`config.mk`:
```
export PLATFORM = sky130hd
export DESIGN_NAME = ddfs_phase_acc
export DESIGN_NICKNAME = d
export VERILOG_FILES = /design/src/rtl/ddfs_phase_acc.sv
export SDC_FILE = /design/constraint.sdc
export NUM_CORES = 1
export LEC_CHECK = 0
export ABC_AREA = 1
export BUFFER_PORTS_ARGS = -buffer_cell sky130_fd_sc_hd__buf_4
export CORE_UTILIZATION = 24
export DETAILED_ROUTE_END_ITERATION = 6
export GPL_TIMING_DRIVEN = 0
export HOLD_SLACK_MARGIN = 0.1
export SYNTH_ARGS = -nofsm -noshare
export SYNTH_HDL_FRONTEND = slang
export SYNTH_SLANG_ARGS = --single-unit
```
`constraint.sdc`:
```
create_clock -name clk -period 3.1 [get_ports clk]
set_input_delay 0.62 -clock clk [delete_from_list [all_inputs] [get_ports clk]]
set_output_delay 0.62 -clock clk [all_outputs]
set_load 0.02 [all_outputs]
```
`src/rtl/ddfs_phase_acc.sv`:
```
// DDFS phase accumulator with a valid/ready FCW update path and quarter-wave
// address folding; feeds the sine LUT with a registered address, sign and strobe.
module ddfs_phase_acc #(
  parameter int NBIT_ACC    = 16,
  parameter int NBIT_LUT    = 6,
  parameter int UPDATE_MODE = 0
) (
  input  logic                clk,
  input  logic                rst,
  input  logic                en,
  input  logic                sync_clr,
  input  logic [NBIT_ACC-1:0] fcw_in,
  input  logic                fcw_valid,
  output logic                fcw_ready,
  output logic [NBIT_LUT-1:0] lut_addr,
  output logic                neg,
  output logic                out_valid,
  output logic                wrap
);

  typedef enum logic [0:0] {IDLE = 1'b0, PENDING = 1'b1} state_t;

  state_t              state_r;
  logic [NBIT_ACC-1:0] acc_r;
  logic [NBIT_ACC-1:0] fcw_act_r;
  logic [NBIT_ACC-1:0] fcw_pend_r;
  logic                carry_r;
  logic                en_q_r;
  logic [NBIT_ACC:0]   sum_s;
  logic                apply_s;
  logic [NBIT_LUT+1:0] phase_s;

  // Odd quadrants walk the quarter-wave table backwards.
  function automatic logic [NBIT_LUT-1:0] fold_addr(input logic [NBIT_LUT+1:0] p);
    logic [NBIT_LUT-1:0] raw;
    raw = p[NBIT_LUT-1:0];
    if (p[NBIT_LUT]) begin
      fold_addr = ~raw;
    end else begin
      fold_addr = raw;
    end
  endfunction

  assign phase_s   = acc_r[NBIT_ACC-1 -: NBIT_LUT+2];
  assign fcw_ready = (state_r == IDLE) && !rst;

  // Next accumulator sum and the decision to commit a pending word this edge.
  always_comb begin
    sum_s   = {1'b0, acc_r} + {1'b0, fcw_act_r};
    apply_s = 1'b0;
    if (state_r == PENDING) begin
      if (UPDATE_MODE == 0) begin
        apply_s = en | sync_clr;
      end else begin
        apply_s = sync_clr | (en & sum_s[NBIT_ACC]);
      end
    end else begin
      apply_s = 1'b0;
    end
  end

  // FCW handshake: capture one word, hold it until it is applied.
  always_ff @(posedge clk) begin
    if (rst) begin
      state_r    <= IDLE;
      fcw_pend_r <= {NBIT_ACC{1'b0}};
      fcw_act_r  <= {NBIT_ACC{1'b0}};
    end else begin
      case (state_r)
        IDLE: begin
          if (fcw_valid) begin
            fcw_pend_r <= fcw_in;
            state_r    <= PENDING;
          end
        end
        PENDING: begin
          if (apply_s) begin
            fcw_act_r <= fcw_pend_r;
            state_r   <= IDLE;
          end
        end
        default: state_r <= IDLE;
      endcase
    end
  end

  // Phase accumulator; clear wins over accumulate, the apply edge still uses the old word.
  always_ff @(posedge clk) begin
    if (rst) begin
      acc_r   <= {NBIT_ACC{1'b0}};
      carry_r <= 1'b0;
    end else if (sync_clr) begin
      acc_r   <= {NBIT_ACC{1'b0}};
      carry_r <= 1'b0;
    end else if (en) begin
      acc_r   <= sum_s[NBIT_ACC-1:0];
      carry_r <= sum_s[NBIT_ACC];
    end else begin
      acc_r   <= acc_r;
      carry_r <= carry_r;
    end
  end

  // Output register stage, one edge behind the accumulator.
  always_ff @(posedge clk) begin
    if (rst) begin
      en_q_r    <= 1'b0;
      lut_addr  <= {NBIT_LUT{1'b0}};
      neg       <= 1'b0;
      out_valid <= 1'b0;
      wrap      <= 1'b0;
    end else begin
      en_q_r    <= en | sync_clr;
      lut_addr  <= fold_addr(phase_s);
      neg       <= phase_s[NBIT_LUT+1];
      out_valid <= en_q_r;
      wrap      <= carry_r & en_q_r;
    end
  end

endmodule
```
==> results.md <==
- The number of gates resized after CTS was 0.
- Net switching is 23.72% of the power.
- STA puts the critical path data required time at 2.48 ns.
- The first-pass GRT wire length is ~12000 um.
- For this run, design rule violations remaining after detail routing come to 0.
- Yosys printed 0 warnings.
- The area of the mapped netlist is 0.003085 mm2.
- Counting every sink on the clock net gives 60.
- The count of TritonRoute iterations in the first routing pass is 4.
- The run finished with clean final reports.
- The final setup violation count is 0.
- The clock latency at the later pin of the worst-skew pair is 0.33 ns.
- The detailed router finished its first iteration with 128 violations.
- The slew at the pin closest to its max-slew limit is 0.4056 ns.
- The finished layout holds 667 standard cells, fillers aside.
- The instance count of the mapped netlist is 449.
- The critical path is of the in -> out type.
- The most critical setup path has its startpoint at rst.
- The per-cell via count in the routed design is 4.130.
- The count of hold-fix buffers inserted at cts is 0.
- The detailed-route via count is 2755.
- Setup repair after global routing left no endpoint under its margin.
- The area growth from synthesis to layout is 25.63%.
- Row generation in the floorplan step produced 41 rows.
- CTS built an H-tree with a depth of 3.
- Yosys mapped a number of flops with a built-in enable equal to 0.
- At the end of routability-driven placement, the weighted congestion stood at 0.8805.
- The longest clock path from root to sink contains 2 buffers.
- The number of setup buffers added after CTS is 0.
- Hold timing on the final database bottoms out at a slack of 0.4222 ns.
- The net count after synthesis is slightly below 500.
- The vertical die dimension is 115.4 um.
- In this run the worst path has a maximum fanout of 10.
- The final layout contains 528 nets.
- Counting flops and latches in the post-synthesis netlist gives 60.
- The maximum vdd ir drop is approximately 0.29 mV.
- Of the total power, the clock network draws 51.3%.
- The combined global-route utilization of all metal layers is 11.55%.
- The floorplan die width is between 100 and 150 um.
- The HPWL after detailed placement is 5401 um.
- Power comes to between 2 and 2.5 mW.
- The final critical path takes up 63.04% of the cycle.
- The design internal power is 1.731 mW.
- Port buffering added 30 buffers.
- The share of post-route cells with drive strength above 1 is 15.15%.
- Summed over all failing endpoints, the final setup total negative slack is 0 ns.
- The kind of path behind the tightest hold check is reg -> reg.
- The sequential element share of the synthesized area is 38.93%.
- The count of nets left with antenna violations once routing finished came out at 0.
- 31 I/O pins were placed.
- The total core area is 0.01257 mm2.
- The number of clock buffers added by TritonCTS is 9.
- The final critical path time including I/O delays and setup is a little under 2 ns.
- Entering global routing, the biggest net connects 12 pins.
- The initial core utilization is 24.55%.
- After detailed placement, the design holds a cell count of 651.
- The worst hold path begins at en_q_r.
- Summed over all layers, the routed wires come to 7014 um.
- In this run the tightest slew margin relative to its limit is 72.96%.
- The async set-reset flop share out of synthesis is 0%.
- Clock-pin slew was measured on the worst setup and hold paths at ~0.05 ns.
- The switching power total is roughly 0.54 mW.
- The power density relative to cell area is 585.5 mW/mm2.
- The number of different library cells used by synthesis comes to 32.
- The startpoint type of the worst setup path is a primary input.
- Averaged over all synthesized cells, the footprint is 6.872 um2.
- The clock tree from TritonCTS is yes.
- The portion of total power attributed to sequential cells is 37.6%.
- The critical path arrival is 1.33 ns.
- The leftover overflow at the end of global routing is 0.
- The CTS root buffer is sky130_fd_sc_hd__clkbuf_16.
- Fill cells in the final layout number 1341.
- The origin of the critical flop-to-flop path is acc_r[0].
- The achievable frequency is ~500 MHz.
- The floorplan step defined a die boundary enclosing 0.01331 mm2.
- The number of global-route vias before repair is 2612.
- The prevailing post-synth register cell is sky130_fd_sc_hd__dfxtp_1.
- Across the run, the number of max-cap violations was 0.
- The leakage power is a little under 2 nW.
- In the final routed layout, each cell accounts on average for 10.52 um.
- The number of antenna diodes in the final layout is 0.
- The clock arrives with between 0.009 and 0.01 ns of skew.
- The final number of max-transition violations is 0.
- The capturing element type of the critical path is an output pin.
- The initial antenna violation count is 0.
- The number of hold violations in the final report is 0.
- The combinational cell fraction of total power is approximately 11%.
[flip-flops by register name (all words and copies together), names as in the netlist]
register    count
acc_r          16
fcw_act_r      16
out_valid       1
carry_r         1
neg             1
en_q_r          1
wrap            1
state_r         1
fcw_pend_r     16
lut_addr        6
[power by group through the flow]
| stage | Combinational [mW] | Sequential (mW) | Clock (mW) |
|---|---|---|---|
| finish | 0.253 | 0.853 | 1.16 |
| global route | 0.288 | 0.859 | 1.22 |
| CTS | 0.255 | 0.853 | 1.19 |
| detailed placement | 0.252 | 0.868 | 0 |
| global placement | 0.248 | 0.868 | 0 |
| floorplan | 0.175 | 0.864 | 0 |
[cells in the mapped netlist (all sizes together), types with 2 or more instances]
cell type	instances	area share [%]
nor2	110	14
nand2	92	12
inv	62	7.5
dfxtp	60	39
o21ai	36	5.8
nand3	22	3.9
ha	16	6.5
a21oi	12	1.9
xnor2	8	2.5
buf	7	1.6
clkbuf	6	0.77
nor3	4	1.1
o211ai	3	0.73
nand3b	2	0.49
or2	2	0.41
xor2	2	0.57
[worst paths after layout]
kind	to	slack, ns	cells past startpoint
hold / removal	out_valid	0.42	2
hold reg to reg	out_valid	0.42	2
setup reg to reg	acc_r[14]	1.29	12
setup / recovery	fcw_ready	1.15	4
[per-layer routing]
metal  GRT usage, %  vias to the layer above  part of all wire, %
met5              0                        -                    0
met4          4.329                        0                  1.7
met3          3.374                       10                  4.6
met2          19.32                       53                   47
met1          13.98                     1216                   47
li1               -                     1476                    -
[area by class of cell]
type | count | area (um2) | share of cell area (%)
multi-input cells | 314 | 1579 | 40.74
well taps | 172 | 215.2 | 5.552
repair buffers | 30 | 225.2 | 5.810
clock inverters | 6 | 111.4 | 2.873
flip-flops and latches | 60 | 1201 | 30.99
clock buffers | 10 | 239.0 | 6.165
inverters | 62 | 232.7 | 6.004
plain buffers | 13 | 72.57 | 1.872
[placed cells by master (no fill, tap or decap), types with 2 or more instances in the layout]
cell type                   instances
sky130_fd_sc_hd__nand3_2            2
sky130_fd_sc_hd__clkbuf_16          9
sky130_fd_sc_hd__buf_4             33
sky130_fd_sc_hd__xor2_1             2
sky130_fd_sc_hd__nor2_1           107
sky130_fd_sc_hd__nand3_1           20
sky130_fd_sc_hd__o211ai_1           3
sky130_fd_sc_hd__nand2_1           85
sky130_fd_sc_hd__xnor2_1            7
sky130_fd_sc_hd__nand2_2            7
sky130_fd_sc_hd__or2_1              2
sky130_fd_sc_hd__nor3_2             3
sky130_fd_sc_hd__o21ai_0           35
sky130_fd_sc_hd__ha_1              16
sky130_fd_sc_hd__bufinv_16          3
sky130_fd_sc_hd__inv_1             58
sky130_fd_sc_hd__nand3b_1           2
sky130_fd_sc_hd__a21oi_1           12
sky130_fd_sc_hd__dfxtp_1           60
sky130_fd_sc_hd__inv_2              4
sky130_fd_sc_hd__nor2_2             2
sky130_fd_sc_hd__clkbuf_1           5
sky130_fd_sc_hd__buf_2              3
[per-stage QoR]
| stage | cell area, um2 | setup slack, ns | util, % |
|---|---|---|---|
| after floorplan | 3085 | 1.364 | - |
| after global placement | 3526 | 1.124 | 28.05 |
| after detailed placement | 3526 | 1.121 | 28.05 |
| after CTS | 3876 | 1.121 | 30.84 |
| after global routing | 3876 | 1.080 | 30.84 |
| final | 3876 | 1.146 | 30.84 |
[cell families after synthesis]
| group | synth area share [%] |
|---|---|
| simple gates | 31.95 |
| fa+ha+maj | 7.137 |
| xor+xnor | 3.082 |
| flops | 38.93 |
| buf+inv | 9.894 |
| compound gates | 9.003 |
[critical path, cell delays in order]
cell and delay, ns:
sky130_fd_sc_hd__buf_4 0.11, sky130_fd_sc_hd__clkbuf_1 0.34, sky130_fd_sc_hd__nor2_1 0.09, sky130_fd_sc_hd__buf_4 0.17
Note: power is estimated with default switching activity, not from simulation.
